--- src/rtl/uart_pkt_deframer_pkg.sv ---
// Shared types and constants for the UART packet deframer.
// Frame format on the wire: SOF, LEN (1..MAX_LEN), LEN payload bytes, CSUM,
// where CSUM = (LEN + sum of payload bytes) mod 256.
package uart_pkt_pkg;

  typedef enum logic [2:0] {
    HUNT,
    LEN,
    PAYLOAD,
    CSUM,
    DRAIN
  } state_e;

  localparam logic [2:0] ERR_NONE    = 3'd0;
  localparam logic [2:0] ERR_LEN     = 3'd1;
  localparam logic [2:0] ERR_CSUM    = 3'd2;
  localparam logic [2:0] ERR_PARITY  = 3'd3;
  localparam logic [2:0] ERR_TIMEOUT = 3'd4;

  localparam logic [7:0] SOF_DEFAULT = 8'hA5;

endpackage

--- src/rtl/uart_pkt_deframer_if.sv ---
// Bundles the UART rx FIFO side and the payload stream side of the deframer.
// master: the deframer. slave: whatever feeds the FIFO and consumes payload.
interface uart_pkt_deframer_if #(
  parameter int DATA_WIDTH = 8
);

  // UART rx FIFO (first-word-fall-through)
  logic                  rx_empty;
  logic [DATA_WIDTH-1:0] r_data;
  logic                  incorrect_send;
  logic                  rd_uart;

  // Payload stream and error reporting
  logic                  out_valid;
  logic [DATA_WIDTH-1:0] out_data;
  logic                  out_last;
  logic                  out_ready;
  logic                  pkt_err;
  logic [2:0]            err_code;

  modport master (
    input  rx_empty, r_data, incorrect_send, out_ready,
    output rd_uart, out_valid, out_data, out_last, pkt_err, err_code
  );

  modport slave (
    output rx_empty, r_data, incorrect_send, out_ready,
    input  rd_uart, out_valid, out_data, out_last, pkt_err, err_code
  );

endinterface

--- src/rtl/uart_pkt_deframer_buf.sv ---
// Payload register file: DEPTH x DATA_WIDTH, synchronous write, asynchronous
// read. Holds one frame's payload while its checksum is being verified.
module uart_pkt_buf #(
  parameter int DATA_WIDTH = 8,
  parameter int DEPTH      = 16,
  parameter int AW         = (DEPTH > 1) ? $clog2(DEPTH) : 1
) (
  input  logic                  clk,
  input  logic                  wr_en,
  input  logic [AW-1:0]         wr_addr,
  input  logic [DATA_WIDTH-1:0] wr_data,
  input  logic [AW-1:0]         rd_addr,
  output logic [DATA_WIDTH-1:0] rd_data
);

  logic [DATA_WIDTH-1:0] mem_q [DEPTH];

  // Write one payload byte per cycle.
  // NOTE: storage has no reset; every entry a frame reads was written earlier
  // in that same frame, so reset would only add fan-out to every flop.
  always_ff @(posedge clk) begin
    if (wr_en) begin
      mem_q[wr_addr] <= wr_data;
    end
  end

  assign rd_data = mem_q[rd_addr];

endmodule

--- src/rtl/uart_pkt_deframer.sv ---
// UART packet deframer: pops bytes from the UART rx FIFO, hunts for SOF,
// collects LEN + payload + checksum, and streams verified payload out on a
// valid/ready byte interface. Bad frames raise a one-cycle pkt_err with a
// sticky err_code.
// Optional: define UART_PKT_TIMEOUT_EN to abort a frame after TIMEOUT_CYCLES
// idle cycles between bytes (err_code 4).
module uart_pkt_deframer
  import uart_pkt_pkg::*;
#(
  parameter int             DATA_WIDTH     = 8,
  parameter int             MAX_LEN        = 16,
  parameter logic [7:0]     SOF_BYTE       = SOF_DEFAULT
`ifdef UART_PKT_TIMEOUT_EN
  ,
  parameter int             TIMEOUT_CYCLES = 2000000
`endif
) (
  input  logic                    clk,
  input  logic                    Reset,
  uart_pkt_deframer_if.master     bus
);

  localparam int CW = $clog2(MAX_LEN + 1);
  localparam int AW = (MAX_LEN > 1) ? $clog2(MAX_LEN) : 1;
  localparam logic [DATA_WIDTH-1:0] MAX_LEN_B = DATA_WIDTH'(MAX_LEN);
  localparam logic [DATA_WIDTH-1:0] SOF_B     = DATA_WIDTH'(SOF_BYTE);

  state_e                state_q, state_d;
  logic [CW-1:0]         cnt_q, cnt_d;      // payload bytes still to collect
  logic [CW-1:0]         len_q, len_d;      // frame length, for out_last
  logic [AW-1:0]         wr_ptr_q, wr_ptr_d;
  logic [CW-1:0]         rd_ptr_q, rd_ptr_d; // next payload index to present
  logic [DATA_WIDTH-1:0] sum_q, sum_d;
  logic                  out_valid_q, out_valid_d;
  logic [DATA_WIDTH-1:0] out_data_q, out_data_d;
  logic                  out_last_q, out_last_d;
  logic                  pkt_err_q, pkt_err_d;
  logic [2:0]            err_code_q, err_code_d;

  logic                  consume;
  logic                  buf_wr_en;
  logic [DATA_WIDTH-1:0] buf_rd_data;
  logic                  load_out;
  logic                  raise_err;
  logic [2:0]            err_sel;

`ifdef UART_PKT_TIMEOUT_EN
  localparam int TW = $clog2(TIMEOUT_CYCLES + 1);
  localparam logic [TW-1:0] TIMEOUT_VAL = TW'(TIMEOUT_CYCLES);
  logic [TW-1:0] idle_q, idle_d;
`endif

  // Pop whenever a byte is waiting and we are collecting; never in DRAIN so
  // the UART FIFO absorbs downstream backpressure.
  assign bus.rd_uart = !bus.rx_empty &&
                       (state_q inside {HUNT, LEN, PAYLOAD, CSUM});
  assign consume     = bus.rd_uart;

  uart_pkt_buf #(
    .DATA_WIDTH (DATA_WIDTH),
    .DEPTH      (MAX_LEN),
    .AW         (AW)
  ) u_pay_mem (
    .clk     (clk),
    .wr_en   (buf_wr_en),
    .wr_addr (wr_ptr_q),
    .wr_data (bus.r_data),
    .rd_addr (rd_ptr_q[AW-1:0]),
    .rd_data (buf_rd_data)
  );

  // Next-state, datapath and output decode for the frame FSM.
  // NOTE: every signal gets a default before the case, so no path can leave
  // one unassigned and infer a latch.
  always_comb begin
    state_d     = state_q;
    cnt_d       = cnt_q;
    len_d       = len_q;
    wr_ptr_d    = wr_ptr_q;
    rd_ptr_d    = rd_ptr_q;
    sum_d       = sum_q;
    out_valid_d = out_valid_q;
    out_data_d  = out_data_q;
    out_last_d  = out_last_q;
    pkt_err_d   = 1'b0;
    err_code_d  = err_code_q;
    buf_wr_en   = 1'b0;
    load_out    = 1'b0;
    raise_err   = 1'b0;
    err_sel     = ERR_NONE;

    unique case (state_q)
      HUNT: begin
        // Parity on discarded bytes is irrelevant here.
        if (consume && bus.r_data == SOF_B) state_d = LEN;
      end

      LEN: begin
        if (consume) begin
          if (bus.incorrect_send) begin
            raise_err = 1'b1;
            err_sel   = ERR_PARITY;
          end else if (bus.r_data == '0 || bus.r_data > MAX_LEN_B) begin
            raise_err = 1'b1;
            err_sel   = ERR_LEN;
          end else begin
            cnt_d    = CW'(bus.r_data);
            len_d    = CW'(bus.r_data);
            sum_d    = bus.r_data;
            wr_ptr_d = '0;
            rd_ptr_d = '0;
            state_d  = PAYLOAD;
          end
        end
      end

      PAYLOAD: begin
        if (consume) begin
          if (bus.incorrect_send) begin
            raise_err = 1'b1;
            err_sel   = ERR_PARITY;
          end else begin
            buf_wr_en = 1'b1;
            wr_ptr_d  = wr_ptr_q + AW'(1);
            sum_d     = sum_q + bus.r_data;
            cnt_d     = cnt_q - CW'(1);
            if (cnt_q == CW'(1)) state_d = CSUM;
          end
        end
      end

      CSUM: begin
        if (consume) begin
          if (bus.incorrect_send) begin
            raise_err = 1'b1;
            err_sel   = ERR_PARITY;
          end else if (bus.r_data == sum_q) begin
            load_out = 1'b1;
            state_d  = DRAIN;
          end else begin
            raise_err = 1'b1;
            err_sel   = ERR_CSUM;
          end
        end
      end

      DRAIN: begin
        if (out_valid_q && bus.out_ready) begin
          if (out_last_q) begin
            out_valid_d = 1'b0;
            out_last_d  = 1'b0;
            state_d     = HUNT;
          end else begin
            load_out = 1'b1;
          end
        end
      end

      default: state_d = HUNT;
    endcase

`ifdef UART_PKT_TIMEOUT_EN
    // Inter-byte idle timer: runs only while a frame is half-collected.
    idle_d = '0;
    if ((state_q inside {LEN, PAYLOAD, CSUM}) && !consume) begin
      idle_d = idle_q + TW'(1);
      if (idle_d == TIMEOUT_VAL) begin
        idle_d    = '0;
        raise_err = 1'b1;
        err_sel   = ERR_TIMEOUT;
      end
    end
`endif

    // Present the payload byte at rd_ptr and step to the next one.
    if (load_out) begin
      out_valid_d = 1'b1;
      out_data_d  = buf_rd_data;
      out_last_d  = (rd_ptr_q == len_q - CW'(1));
      rd_ptr_d    = rd_ptr_q + CW'(1);
    end

    if (raise_err) begin
      pkt_err_d  = 1'b1;
      err_code_d = err_sel;
      state_d    = HUNT;
    end
  end

  // State, datapath and registered outputs.
  // NOTE: sequential state uses non-blocking assignments so every register
  // samples pre-edge values regardless of block ordering.
  always_ff @(posedge clk) begin
    if (Reset) begin
      state_q     <= HUNT;
      cnt_q       <= '0;
      len_q       <= '0;
      wr_ptr_q    <= '0;
      rd_ptr_q    <= '0;
      sum_q       <= '0;
      out_valid_q <= 1'b0;
      out_data_q  <= '0;
      out_last_q  <= 1'b0;
      pkt_err_q   <= 1'b0;
      err_code_q  <= ERR_NONE;
    end else begin
      state_q     <= state_d;
      cnt_q       <= cnt_d;
      len_q       <= len_d;
      wr_ptr_q    <= wr_ptr_d;
      rd_ptr_q    <= rd_ptr_d;
      sum_q       <= sum_d;
      out_valid_q <= out_valid_d;
      out_data_q  <= out_data_d;
      out_last_q  <= out_last_d;
      pkt_err_q   <= pkt_err_d;
      err_code_q  <= err_code_d;
    end
  end

`ifdef UART_PKT_TIMEOUT_EN
  // Idle counter register.
  always_ff @(posedge clk) begin
    if (Reset) idle_q <= '0;
    else       idle_q <= idle_d;
  end
`endif

  assign bus.out_valid = out_valid_q;
  assign bus.out_data  = out_data_q;
  assign bus.out_last  = out_last_q;
  assign bus.pkt_err   = pkt_err_q;
  assign bus.err_code  = err_code_q;

endmodule

--- src/flat_wrapper.sv ---
// flat-port wrapper written by rule: the top's interface ports become plain ports
module uart_pkt_deframer_flat import uart_pkt_pkg::*;
#(
  parameter int             DATA_WIDTH     = 8,
  parameter int             MAX_LEN        = 16,
  parameter logic [7:0]     SOF_BYTE       = SOF_DEFAULT

)
  (clk, Reset, bus_rx_empty, bus_r_data, bus_incorrect_send, bus_out_ready, bus_rd_uart, bus_out_valid, bus_out_data, bus_out_last, bus_pkt_err, bus_err_code);
  uart_pkt_deframer_if #(.DATA_WIDTH(DATA_WIDTH)) bus_i ();
  input  logic clk;
  input  logic Reset;
  input wire logic [$bits(bus_i.rx_empty)-1:0] bus_rx_empty;
  input wire logic [$bits(bus_i.r_data)-1:0] bus_r_data;
  input wire logic [$bits(bus_i.incorrect_send)-1:0] bus_incorrect_send;
  input wire logic [$bits(bus_i.out_ready)-1:0] bus_out_ready;
  output wire logic [$bits(bus_i.rd_uart)-1:0] bus_rd_uart;
  output wire logic [$bits(bus_i.out_valid)-1:0] bus_out_valid;
  output wire logic [$bits(bus_i.out_data)-1:0] bus_out_data;
  output wire logic [$bits(bus_i.out_last)-1:0] bus_out_last;
  output wire logic [$bits(bus_i.pkt_err)-1:0] bus_pkt_err;
  output wire logic [$bits(bus_i.err_code)-1:0] bus_err_code;
  assign bus_i.rx_empty = bus_rx_empty;
  assign bus_i.r_data = bus_r_data;
  assign bus_i.incorrect_send = bus_incorrect_send;
  assign bus_i.out_ready = bus_out_ready;
  assign bus_rd_uart = bus_i.rd_uart;
  assign bus_out_valid = bus_i.out_valid;
  assign bus_out_data = bus_i.out_data;
  assign bus_out_last = bus_i.out_last;
  assign bus_pkt_err = bus_i.pkt_err;
  assign bus_err_code = bus_i.err_code;
  uart_pkt_deframer #(.DATA_WIDTH(DATA_WIDTH), .MAX_LEN(MAX_LEN), .SOF_BYTE(SOF_BYTE)) u_core (.clk(clk), .Reset(Reset), .bus(bus_i));
endmodule
--- config.mk ---
export PLATFORM = sky130hd
export DESIGN_NAME = uart_pkt_deframer_flat
export DESIGN_NICKNAME = d
export VERILOG_FILES = /design/src/rtl/uart_pkt_deframer_pkg.sv /design/src/rtl/uart_pkt_deframer_if.sv /design/src/rtl/uart_pkt_deframer_buf.sv /design/src/rtl/uart_pkt_deframer.sv /design/src/flat_wrapper.sv
export SDC_FILE = /design/constraint.sdc
export NUM_CORES = 1
export LEC_CHECK = 0
export CAP_MARGIN = 20
export CORE_ASPECT_RATIO = 1.75
export CORE_UTILIZATION = 61
export CTS_BUF_LIST = sky130_fd_sc_hd__clkbuf_16
export CTS_CLUSTER_SIZE = 25
export DETAILED_ROUTE_END_ITERATION = 6
export PLACE_DENSITY = 0.9
export SLEW_MARGIN = 10
export SYNTH_ARGS = -nofsm -noshare
export SYNTH_HDL_FRONTEND = slang
export SYNTH_HIERARCHICAL = 1
export SYNTH_SLANG_ARGS = --single-unit
--- constraint.sdc ---
create_clock -name clk -period 3.3 [get_ports clk]
set_input_delay 0.33 -clock clk [delete_from_list [all_inputs] [get_ports clk]]
set_output_delay 0.33 -clock clk [all_outputs]
set_load 0.05 [all_outputs]
==> results.md, run 1 <==
* CP peak stage delay at 0.64 ns
* Synth Area in Adders at 2.26%
* Maximum buffer depth of the clock tree at 2
* Register Area at 4710 um^2
* Most used cell, CP: nor3_1
* Synth area leader: edfxtp_1
* Largest family of logic cells by synthesized area: multiplexers
* Post-CTS setup buffers at 0
* Io pins at 28
* DIE WIDTH at ~86 um
* Buf/Inv on CP at 1
* PD cells at just over 500 nW/um^2
* Drt wl/cell at between 20 and 25 um
* Slowest-stage cell, CP: or3b_1
* F_max at between 300 and 400 MHz
* Part of the cycle the worst path needs at between 80 and 90%
* Main synth FF type: edfxtp_1
* Pre-Repair DR Iteration Count at 5
* Largest net degree at the start of global routing at 37
* Post_cts resized at 0
* Mapped cell area at approximately 7500 um^2
* Reg clk slew, reported paths at ~0.06 ns
* Post-layout min period at 2.72 ns
* Worst R2R Setup Slack at roughly 0.6 ns
* Max Slew Vio Count at 0
* Share of layout cells above drive strength 1 at roughly 16%
* Num CTS Buffers at 17
* N_diodes at 0
* Commonest cells in the netlist: 128 x edfxtp_1, 43 x dfxtp_1, 43 x nor2_1
* Gr ovfl total at 0
* RSZ-0062 raised after global routing: false
* Total Routing Usage GR at a little under a third
* Final HPWL DP at ~12 mm
* Core area at 12000 um^2
* CTS H-tree lvls at 4
* Hold slack at between 0.4 and 0.5 ns
* Req. time, crit path at between 3 and 4 ns
* TNS Setup at 0 ns
* Area of the multi-input gates at 2630 um^2
* Synth Area in XOR/XNOR at between 1 and 1.5%
* Synth Area in Simple Gates at 10.4%
* Initial antenna violation count at 0
* Top layer in use: met4
* Cells after synthesis at roughly 530
* Vias at 5174
* Number of nets with antenna violations after routing at 0
* Root buffer cell: clkbuf_16
* Synth Warn # at 6
* Arr. time, crit path at roughly 2.8 ns
* Crit start category: flip-flop
* Post-synthesis mux area share at a little under an eighth
* Vias in the first global route at between 5000 and 6000
* Synth top area share at around 50%
* Pleak at 3.05 nW
* RR Endpoint: u_core/u_pay_mem/mem_q[0][5]
* Vias per cell at about 6.7
* Area grow syn2layout at 16.5%
* Final setup vio count at 0
* Cells on worst reg2reg path at 5
* Chip Height at between 100 and 150 um
* Fin util at around 73%
* CP Capture Type: flip-flop
* Synth top area cells: edfxtp_1 51%, dfxtp_1 11%, mux4_2 5.4%
* Count leader, synth: edfxtp_1
* Slew HR at between 40 and 50%
* Reg-to-reg startpoint: u_core/state_q[0]
* DRT iter0 DRCs at about 650
* Synth Area in Compound Gates at roughly 9%
* Port-buffer cells at 26
* HP Class: flip-flop to flip-flop
* Hold-fix buffers, CTS at 0
* WL met1 at 6.19 mm
* Final #Nets at 620
* CP Class: flip-flop to flip-flop
* Status: completed
* Initial Utilization at 62.9%
* Max-cap violations at 0
* DIE AREA at roughly 13000 um^2
* Async S/R FF share, synth at 0%
* TritonCTS clock tree: built
* Routed wl met3 at around 1.3 mm
* Syn Nets at approximately 560
* Final Wtd Congestion at around 0.98
* DRC at 0
* Post-Route WL at 18.7 mm
* Hold EP: u_core/bus.err_code[0]
* CP Cell Sequence: or3b_1 > nor3_1 > or3b_2 > nor3_1 > buf_4
* VDD IR max at 0.474 mV
* Skew-Pair Late Insertion Delay at 0.43 ns
* Worst slew pin tran at roughly 0.84 ns
* First-pass GRT wire length at ~29 mm
* Filler cell count at between 600 and 700
* Synth cell types at 66
* Row cnt at 53
* DR WL met2 at 9.91 mm
* Register area share after synthesis at 62.4%
* Final hold violation count at 0
* CP max FO at 19
* Syn_area_per_cell at 14.2 um^2
* Post-synth EDFFs at between 100 and 150
* Worst hold path depth at 2
* Clk sinks at 171
* Yosys reg bits at roughly 170
* Hold Crit Start: u_core/bus.err_code[0]
* Family with the most delay on the worst path: simple AND/OR/NAND/NOR gates
* Worst Clk Skew at approximately 0.0089 ns
==> cell type report <==
type	count	area share, %
Sequential cell	171	53.5
Tap cell	165	2.35
Timing Repair Buffer	67	6.65
Inverter	16	0.683
Clock buffer	19	5.41
Multi-Input combinational cell	321	29.9
Clock inverter	13	1.45
==> layer usage <==
| layer | track usage, % | vias up |
|---|---|---|
| li1 | - | 2220 |
| met3 | 5.92 | 109 |
| met2 | 54.9 | 349 |
| met5 | 0 | - |
| met1 | 35.7 | 2496 |
| met4 | 20.7 | 0 |
==> cell families (layout without fill, tap and decap cells) <==
group	Yosys count	count (layout)
adder cells (fa/ha/maj)	13	13
other	1	1
XOR/XNOR	10	10
flip-flops	171	171
AO/OA/AOI/OAI	102	102
AND/OR/NAND/NOR	150	150
buffers and inverters	41	115
multiplexers	45	45
==> how the worst max path moves through the flow <==
stage | startpoint | end | slack, ns | depth (start not counted)
final | u_core/state_q[0] | u_core/u_pay_mem/mem_q[0][5] | 0.58 | 5
after global routing | u_core/state_q[0] | u_core/u_pay_mem/mem_q[0][4] | 0.49 | 5
after CTS | bus_r_data[4] | u_core/rd_ptr_q[4] | 0.65 | 7
after detailed placement | bus_r_data[4] | u_core/bus.out_data[4] | 0.32 | 7
after global placement | bus_r_data[4] | u_core/rd_ptr_q[4] | 0.39 | 7
after floorplan | u_core/state_q[2] | u_core/u_pay_mem/mem_q[0][0] | 0.47 | 6
==> layout by cell type (no fill, tap or decap), types with 19 or more instances in the layout <==
master / Yosys / final
buf_4: 3 / 39
clkbuf_16: 0 / 19
nand2_1: 28 / 28
inv_1: 15 / 19
nor2_1: 43 / 43
clkdlybuf4s50_1: 0 / 26
edfxtp_1: 128 / 128
dfxtp_1: 43 / 42
a21oi_1: 27 / 27
==> worst reg2reg max path, delay by kind of cell, from the launching register on <==
family / cells / cell delay (ns)
buffers and inverters: 1 / 0.25
flip-flops: 1 / 0.48
AND/OR/NAND/NOR: 4 / 1.68
==> sequential cells by signal (all words and copies together) (netlist names) <==
| register | cells |
|---|---|
| u_core/bus.out_data | 8 |
| u_core/state_q | 3 |
| u_core/u_pay_mem/mem_q | 128 |
| u_core/cnt_q | 5 |
| u_core/wr_ptr_q | 4 |
| u_core/bus.pkt_err | 1 |
| u_core/bus.err_code | 2 |
| u_core/rd_ptr_q | 5 |
| u_core/len_q | 5 |
| u_core/bus.out_valid | 1 |
| u_core/sum_q | 8 |
| u_core/bus.out_last | 1 |
==> power by group <==
group | total, mW | internal (mW) | switching [mW]
logic | 0.123 | 0.0375 | 0.0852
registers | 2.31 | 2.31 | 0.000157
clock network | 2.00 | 1.19 | 0.804
==> metrics by stage <==
step	cells	instance area [um^2]	power (mW)	setup WS, ns
3_5_place_dp	739	8170	2.47	0.319
4_1_cts	771	8780	4.44	0.650
2_1_floorplan	533	7540	2.40	0.465
3_3_place_gp	739	8170	2.47	0.388
5_1_grt	772	8790	4.53	0.492
6_report	772	8790	4.43	0.583
(Power assumes the default switching activity.)
==> inputs of run 2 (changes only) <==
--- a/config.mk
+++ b/config.mk
@@ -7,11 +7,11 @@
 export LEC_CHECK = 0
 export CAP_MARGIN = 20
 export CORE_ASPECT_RATIO = 1.75
-export CORE_UTILIZATION = 61
+export CORE_UTILIZATION = 55
 export CTS_BUF_LIST = sky130_fd_sc_hd__clkbuf_16
 export CTS_CLUSTER_SIZE = 25
 export DETAILED_ROUTE_END_ITERATION = 6
-export PLACE_DENSITY = 0.9
+export PLACE_DENSITY = 0.86
 export SLEW_MARGIN = 10
 export SYNTH_ARGS = -nofsm -noshare
 export SYNTH_HDL_FRONTEND = slang
==> constraint.sdc (replaced) <==
create_clock -name clk -period 2.3 [get_ports clk]
set_input_delay 0.23 -clock clk [delete_from_list [all_inputs] [get_ports clk]]
set_output_delay 0.23 -clock clk [all_outputs]
set_load 0.05 [all_outputs]
==> run 2 against run 1 <==
  * The flow now finishes with violations (design-rule violations)
  * Clock-buffer cell count down 2
  * Sequential cell count unchanged
  * Maximum frequency up 20%
  * Setup slack got worse by 0.54 ns
  * First-iteration DRC count fell by 15%
  * Die area rose by 11%
  * Wire length rose by 0.18%
  * Critical path type unchanged
  * Combinational power increased by 58%
  * Clock power grew 36%
  * Largest power group unchanged
  * Clock skew barely moved
  * Utilization is 5.7 points lower
==> results.md, run 2 (same netlist as run 1, synthesis figures left out) <==
* Status: complete, but fails checks (was completed)
* Failing checks: design-rule violations
* Io pins at 28 (unchanged)
* Net Sw Frac at 21.7% (was 20.1%)
* RR Endpoint: u_core/bus.out_data[1] (was u_core/u_pay_mem/mem_q[0][5])
* Total Routing Usage GR at 27.7% (was 31.8%)
* Vias in the first global route at 5363 (was 5089)
* F_max at 443 MHz (was 368 MHz)
* CP Capture Type: flip-flop (unchanged)
* Gr ovfl total at 0 (unchanged)
* Commonest cells after routing, fill and taps aside: 128 x edfxtp_1, 62 x buf_4, 40 x nor2_1, 40 x dfxtp_1, 28 x nand2_1 (was 128 x edfxtp_1, 43 x nor2_1, 42 x dfxtp_1)
* Reg-to-reg startpoint: u_core/sum_q[5] (was u_core/state_q[0])
* First-pass GRT wire length at 28.9 mm (was 29.0 mm)
* Largest net degree at the start of global routing at 30 (was 37)
* Max Slew Vio Count at 0 (unchanged)
* Hold slack at 0.471 ns (was 0.474 ns)
* Worst hold path depth at 2 (unchanged)
* Commonest non-fill, non-tap cell in the layout: edfxtp_1 (unchanged)
* N_diodes at 0 (unchanged)
* Skew-Pair Late Insertion Delay at 0.42 ns (was 0.43 ns)
* Number of nets with antenna violations after routing at 0 (unchanged)
* TritonCTS clock tree: built (unchanged)
* Hold Crit Start: u_core/bus.err_code[0] (unchanged)
* Drt wl/cell at 23.3 um (was 24.3 um)
* Crit start category: flip-flop (unchanged)
* Chip Height at 157 um (was 149 um)
* Core area at 13400 um^2 (was 12000 um^2)
* Hold EP: u_core/bus.err_code[0] (unchanged)
* Worst R2R Setup Slack at 0.04 ns (was 0.58 ns)
* DIE AREA at 14200 um^2 (was 12800 um^2)
* Hold-fix buffers, CTS at 0 (unchanged)
* Clk pwr share at 43.8% (was 45.1%)
* Port-buffer cells at 26 (unchanged)
* Filler cell count at 860 (was 692)
* Part of the cycle the worst path needs at 98.2% (was 82.3%)
* VDD IR max at 0.502 mV (was 0.474 mV)
* Area grow syn2layout at 19.7% (was 16.5%)
* DRC at 4 (was 0)
* Cells on worst reg2reg path at 9 (was 5)
* RSZ-0062 raised after global routing: false (unchanged)
* Vias at 5229 (was 5174)
* Reg power frac at 53.1% (was 52.1%)
* Post-Route WL at 18.8 mm (was 18.7 mm)
* Row cnt at 56 (was 53)
* DRT iter0 DRCs at 551 (was 646)
* Final setup vio count at 0 (unchanged)
* Final Wtd Congestion at 0.907 (was 0.980)
* CTS H-tree lvls at 4 (unchanged)
* HP Class: flip-flop to flip-flop (unchanged)
* Post-layout min period at 2.26 ns (was 2.72 ns)
* Root buffer cell: clkbuf_16 (unchanged)
* Arr. time, crit path at 2.56 ns (was 2.84 ns)
* CP max FO at 12 (was 19)
* Worst slew pin tran at 0.591 ns (was 0.841 ns)
* Internal power at 4.88 mW (was 3.54 mW)
* Slew HR at 60.5% (was 43.7%)
* PD cells at 690 nW/um^2 (was 504 nW/um^2)
* Maximum buffer depth of the clock tree at 2 (unchanged)
* Vias per cell at 6.50 (was 6.70)
* Pleak at 3.16 nW (was 3.05 nW)
* Final HPWL DP at 12.7 mm (was 12.4 mm)
* Share of layout cells above drive strength 1 at 22.3% (was 16.5%)
* Num CTS Buffers at 17 (unchanged)
* Clk sinks at 171 (unchanged)
* Worst Clk Skew at 0.00928 ns (was 0.00888 ns)
* Max-cap violations at 0 (unchanged)
* Initial antenna violation count at 0 (unchanged)
* Top reg by flops: u_core/u_pay_mem/mem_q (unchanged)
* CP Class: flip-flop to flip-flop (unchanged)
* Initial Utilization at 56.4% (was 62.9%)
* Gate power share at 3.1% (was 2.8%)
* Pre-Repair DR Iteration Count at 7 (was 5)
* Reg clk slew, reported paths at 0.07 ns (was 0.06 ns)
* Psw at 1.35 mW (was 0.889 mW)
* Number of flip-flops in the largest register at 128 (unchanged)
* DIE WIDTH at 90.5 um (was 86.1 um)
* Final hold violation count at 0 (unchanged)
* Req. time, crit path at 2.60 ns (was 3.42 ns)
* Post-route design area at 9030 um^2 (was 8790 um^2)
* Final #Nets at 644 (was 620)
* Placement Cell Area at 8440 um^2 (was 8170 um^2)
==> run 2: cell count changes in the layout (fill, tap and decap cells not counted), moves of 2 or more <==
cell / previous run / this run
clkinvlp_4: 1 / 3
nor3_2: 0 / 3
nor3_1: 13 / 8
nor3_4: 0 / 2
dfxtp_1: 42 / 40
inv_1: 19 / 16
dfxtp_2: 1 / 3
buf_12: 1 / 3
inv_6: 0 / 4
nor2_2: 0 / 3
buf_4: 39 / 62
clkbuf_16: 19 / 17
nor2_1: 43 / 40
==> run 2: what timing repair did <==
action	in CTS	in global routing
setup endpoints to repair	0	3
gates resized for setup	0	5
setup buffers	0	0
==> run 2: stage by stage <==
step	worst slack, ns	setup TNS, ns	utilization [%]	cells	total power [mW]
after floorplan	0.0103	0	-	533	3.44
after global placement	-0.253	-3.82	63.1	773	3.55
after detailed placement	-0.313	-4.71	63.1	773	3.56
after CTS	0.0136	0	67.3	805	6.25
after global routing	0.00335	0	67.5	805	6.38
final	0.0403	0	67.5	805	6.23
==> run 2: per-layer routing <==
metal  vias up  wire length [um]  GRT usage [%]
met4         0              1550           21.5
met2       328              9750           48.8
met5         -                 0              0
met1      2519              6270           29.2
li1       2274                 -              -
met3       108              1190           4.98
==> run 2: power by group through the flow <==
stage                     logic, mW  clock network (mW)  registers (mW)
final                         0.194                2.73            3.31
after global routing          0.204                2.87            3.31
after CTS                     0.188                2.75            3.31
after detailed placement      0.186                   0            3.38
after global placement        0.177                   0            3.38
after floorplan              0.0621                   0            3.38
==> run 2: layout make-up <==
cell class              count  area (um^2)  share of cell area (%)
clock buffers              17          425                    4.71
clock inverters            15          141                    1.57
multi-input cells         321         2690                    29.8
repair buffers             91          787                    8.71
well taps                 174          218                    2.41
flip-flops and latches    171         4710                    52.1
inverters                  16         60.1                   0.665
==> run 2: worst max-delay path by stage <==
stage                     depth (start not counted)  slack [ns]                      endpoint               from
final                                             9        0.04        u_core/bus.out_data[1]    u_core/sum_q[5]
after global routing                              7       0.003            u_core/rd_ptr_q[4]    u_core/sum_q[5]
after CTS                                         9        0.01            u_core/rd_ptr_q[2]    u_core/sum_q[5]
after detailed placement                          9       -0.31               u_core/sum_q[4]      bus_r_data[1]
after global placement                            9       -0.25            u_core/rd_ptr_q[3]      bus_r_data[5]
after floorplan                                   6        0.01  u_core/u_pay_mem/mem_q[0][0]  u_core/state_q[0]
==> run 2: critical path, cell delays in order (launching register included) <==
cell       delay (ns)
dfxtp_1          0.31
ha_1             0.35
nor4_2           0.31
buf_4            0.16
and4_1           0.24
a2bb2oi_2        0.10
buf_4            0.18
buf_4            0.20
mux2i_1          0.22
nor2_1           0.07
==> inputs of run 3 (changes only) <==
--- a/config.mk
+++ b/config.mk
@@ -6,7 +6,7 @@
 export NUM_CORES = 1
 export LEC_CHECK = 0
 export CAP_MARGIN = 20
-export CORE_ASPECT_RATIO = 1.75
+export CORE_ASPECT_RATIO = 1.4
 export CORE_UTILIZATION = 55
 export CTS_BUF_LIST = sky130_fd_sc_hd__clkbuf_16
 export CTS_CLUSTER_SIZE = 25
==> run 3 against run 2 <==
  * The flow now finishes without violations
  * Total power is 1.9% higher
  * Critical path depth increased by 1
  * First-iteration DRC count is 23% lower
  * Sequential power is essentially flat
  * Cell count grew 2.1%
  * Register-to-register slack improved by 0.11 ns
  * Setup slack better by 0.11 ns
  * Worst hold slack improved by 0.029 ns
  * Sequential cell count stayed put
  * Global-route usage rose by 0.58 points
  * Wire length rose by 0.63%
  * Die area hardly changed
  * Largest cell class unchanged
==> results.md, run 3 (same netlist as run 1, synthesis figures left out) <==
* Status: completed (was complete, but fails checks)
* Core area at 13400 um^2 (about the same)
* Pre-CTS setup slack at -0.268 ns (was -0.313 ns)
* CTS H-tree lvls at 4 (unchanged)
* Most used cell, CP: buf_4 (unchanged)
* Critical Path Start: bus_r_data[1] (was u_core/sum_q[5])
* Post-Route WL at 18.9 mm (was 18.8 mm)
* Total Routing Usage GR at 28.3% (was 27.7%)
* Number of nets with antenna violations after routing at 0 (unchanged)
* Area grow syn2layout at 20.9% (was 19.7%)
* Row cnt at 50 (was 56)
* HP Class: flip-flop to flip-flop (unchanged)
* Root buffer cell: clkbuf_16 (unchanged)
* Filler cell count at 915 (was 860)
* Port-buffer cells at 26 (unchanged)
* Req. time, crit path at 2.61 ns (was 2.60 ns)
* DIE AREA at 14200 um^2 (about the same)
* Final #Nets at 653 (was 644)
* Pre-Repair DR Iteration Count at 5 (was 7)
* Reg-to-reg startpoint: u_core/state_q[1] (was u_core/sum_q[5])
* Final HPWL DP at 12.6 mm (was 12.7 mm)
* VDD IR max at 0.602 mV (was 0.502 mV)
* PD cells at 696 nW/um^2 (was 690 nW/um^2)
* CP Cell Sequence: clkdlybuf4s50_1 > ha_1 > nor4_2 > buf_4 > and4_1 > a2bb2oi_2 > buf_4 > buf_12 > mux2i_1 > nor2_1 (was ha_1 > nor4_2 > buf_4 > and4_1 > a2bb2oi_2 > buf_4 > buf_4 > mux2i_1 > nor2_1)
* Commonest cells after routing, fill and taps aside: 128 x edfxtp_1, 71 x buf_4, 41 x dfxtp_1 (was 128 x edfxtp_1, 62 x buf_4, 40 x nor2_1, 40 x dfxtp_1, 28 x nand2_1)
* Chip Height at 141 um (was 157 um)
* Hold-fix buffers, CTS at 0 (unchanged)
* Number of flip-flops in the largest register at 128 (unchanged)
* Maximum buffer depth of the clock tree at 2 (unchanged)
* Reg clk slew, reported paths at 0.07 ns (about the same)
* Worst Clk Skew at 0.0102 ns (was 0.00928 ns)
* TNS Setup at 0 ns (unchanged)
* Final std cells w/o fill at 822 (was 805)
* Clk sinks at 171 (unchanged)
* N_diodes at 0 (unchanged)
* Slew HR at 52.6% (was 60.5%)
* Post-CTS setup buffers at 0 (unchanged)
* Crit start category: input pin (was flip-flop)
* Hold slack at 0.500 ns (was 0.471 ns)
* TritonCTS clock tree: built (unchanged)
* Arr. time, crit path at 2.47 ns (was 2.56 ns)
* Slowest-stage cell, CP: clkdlybuf4s50_1 (was ha_1)
* Post_cts resized at 0 (unchanged)
* F_max at 464 MHz (was 443 MHz)
* DRC at 0 (was 4)
* Final hold violation count at 0 (unchanged)
* DRT iter0 DRCs at 422 (was 551)
* Vias in the first global route at 5250 (was 5363)
* Pleak at 3.24 nW (was 3.16 nW)
* Part of the cycle the worst path needs at 93.7% (was 98.2%)
* Commonest non-fill, non-tap cell in the layout: edfxtp_1 (unchanged)
* Num CTS Buffers at 17 (unchanged)
* Hold EP: u_core/bus.err_code[0] (unchanged)
* Gr ovfl total at 0 (unchanged)
* Post-layout min period at 2.15 ns (was 2.26 ns)
* Top reg by flops: u_core/u_pay_mem/mem_q (unchanged)
* Max Slew Vio Count at 0 (unchanged)
* Worst slew pin tran at 0.709 ns (was 0.591 ns)
* First-pass GRT wire length at 29.0 mm (was 28.9 mm)
* Drt wl/cell at 23.0 um (was 23.3 um)
* Final setup margin at 0.145 ns (was 0.0403 ns)
* CP Class: input pin to flip-flop (was flip-flop to flip-flop)
* Final Total Pwr at 6.35 mW (was 6.23 mW)
* Inst Count DP at 790 (was 773)
* Cells on worst reg2reg path at 5 (was 9)
* Largest net degree at the start of global routing at 37 (was 30)
* Initial Utilization at 56.4% (about the same)
* DIE WIDTH at 101 um (was 90.5 um)
* RR Endpoint: u_core/u_pay_mem/mem_q[0][0] (was u_core/bus.out_data[1])
* RSZ-0062 raised after global routing: false (unchanged)
* CP Capture Type: flip-flop (unchanged)
* Initial antenna violation count at 0 (unchanged)
* Worst R2R Setup Slack at 0.15 ns (was 0.04 ns)
* Final setup vio count at 0 (unchanged)
* Final Wtd Congestion at 1.06 (was 0.907)
* Skew-Pair Late Insertion Delay at 0.43 ns (was 0.42 ns)
* Worst hold path depth at 2 (unchanged)
* Hold Crit Start: u_core/bus.err_code[0] (unchanged)
* Io pins at 28 (unchanged)
* Max-cap violations at 0 (unchanged)
* Vias per cell at 6.32 (was 6.50)
* Share of layout cells above drive strength 1 at 23.0% (was 22.3%)
* CP max FO at 11 (was 12)
* CP peak stage delay at 0.50 ns (was 0.35 ns)
* Vias at 5197 (was 5229)
## run 3: cell types whose count changed in the layout (fill, tap and decap cells not counted), moves of 2 or more
cell | previous run | this run
clkinv_4 | 4 | 6
buf_4 | 62 | 71
clkinvlp_4 | 3 | 0
clkinv_2 | 0 | 2
## run 3: worst max-delay path by stage
stage                     cells past startpoint                      endpoint  slack, ns
final                                        10        u_core/bus.out_data[3]       0.15
after CTS                                    10            u_core/rd_ptr_q[1]       0.14
after global routing                          7            u_core/rd_ptr_q[4]       0.02
after global placement                        8            u_core/rd_ptr_q[4]      -0.20
after detailed placement                     10            u_core/rd_ptr_q[1]      -0.27
after floorplan                               6  u_core/u_pay_mem/mem_q[0][0]       0.01
## run 3: per-layer routing
metal | vias to the layer above | part of all wire (%) | global-route usage, %
met4 | 0 | 5.2 | 15.0
met1 | 2571 | 35 | 31.8
met3 | 78 | 5.4 | 5.55
met5 | - | 0 | 0
met2 | 261 | 54 | 50.2
li1 | 2287 | - | -
## run 3: through the flow
step                area [um^2]  util (%)
CTS                        9120      68.1
global placement           8530      63.7
floorplan                  7610         -
global route               9120      68.1
detailed placement         8530      63.7
finish                     9120      68.1
## run 3: layout make-up
cell class              instances  area, um^2  area share (%)
inverters                      16        60.1           0.658
clock buffers                  17         425            4.66
flip-flops and latches        171        4710            51.6
repair buffers                100         863            9.46
multi-input cells             321        2680            29.3
clock inverters                15         164            1.80
well taps                     182         228            2.50
## run 3: power by group
part / internal, mW / total, mW / switching (mW)
clock network: 1.62 / 2.85 / 1.23
logic: 0.0712 / 0.200 / 0.129
registers: 3.31 / 3.31 / 0.0000647
## run 3: worst max-delay path: cells and delay by family
family                     cells  cell delay, ns
AOI/OAI and AO/OA              1            0.11
and+or+nand+nor                3            0.53
buffers and inverters          4            0.98
adders and majority gates      1            0.38
muxes                          1            0.22
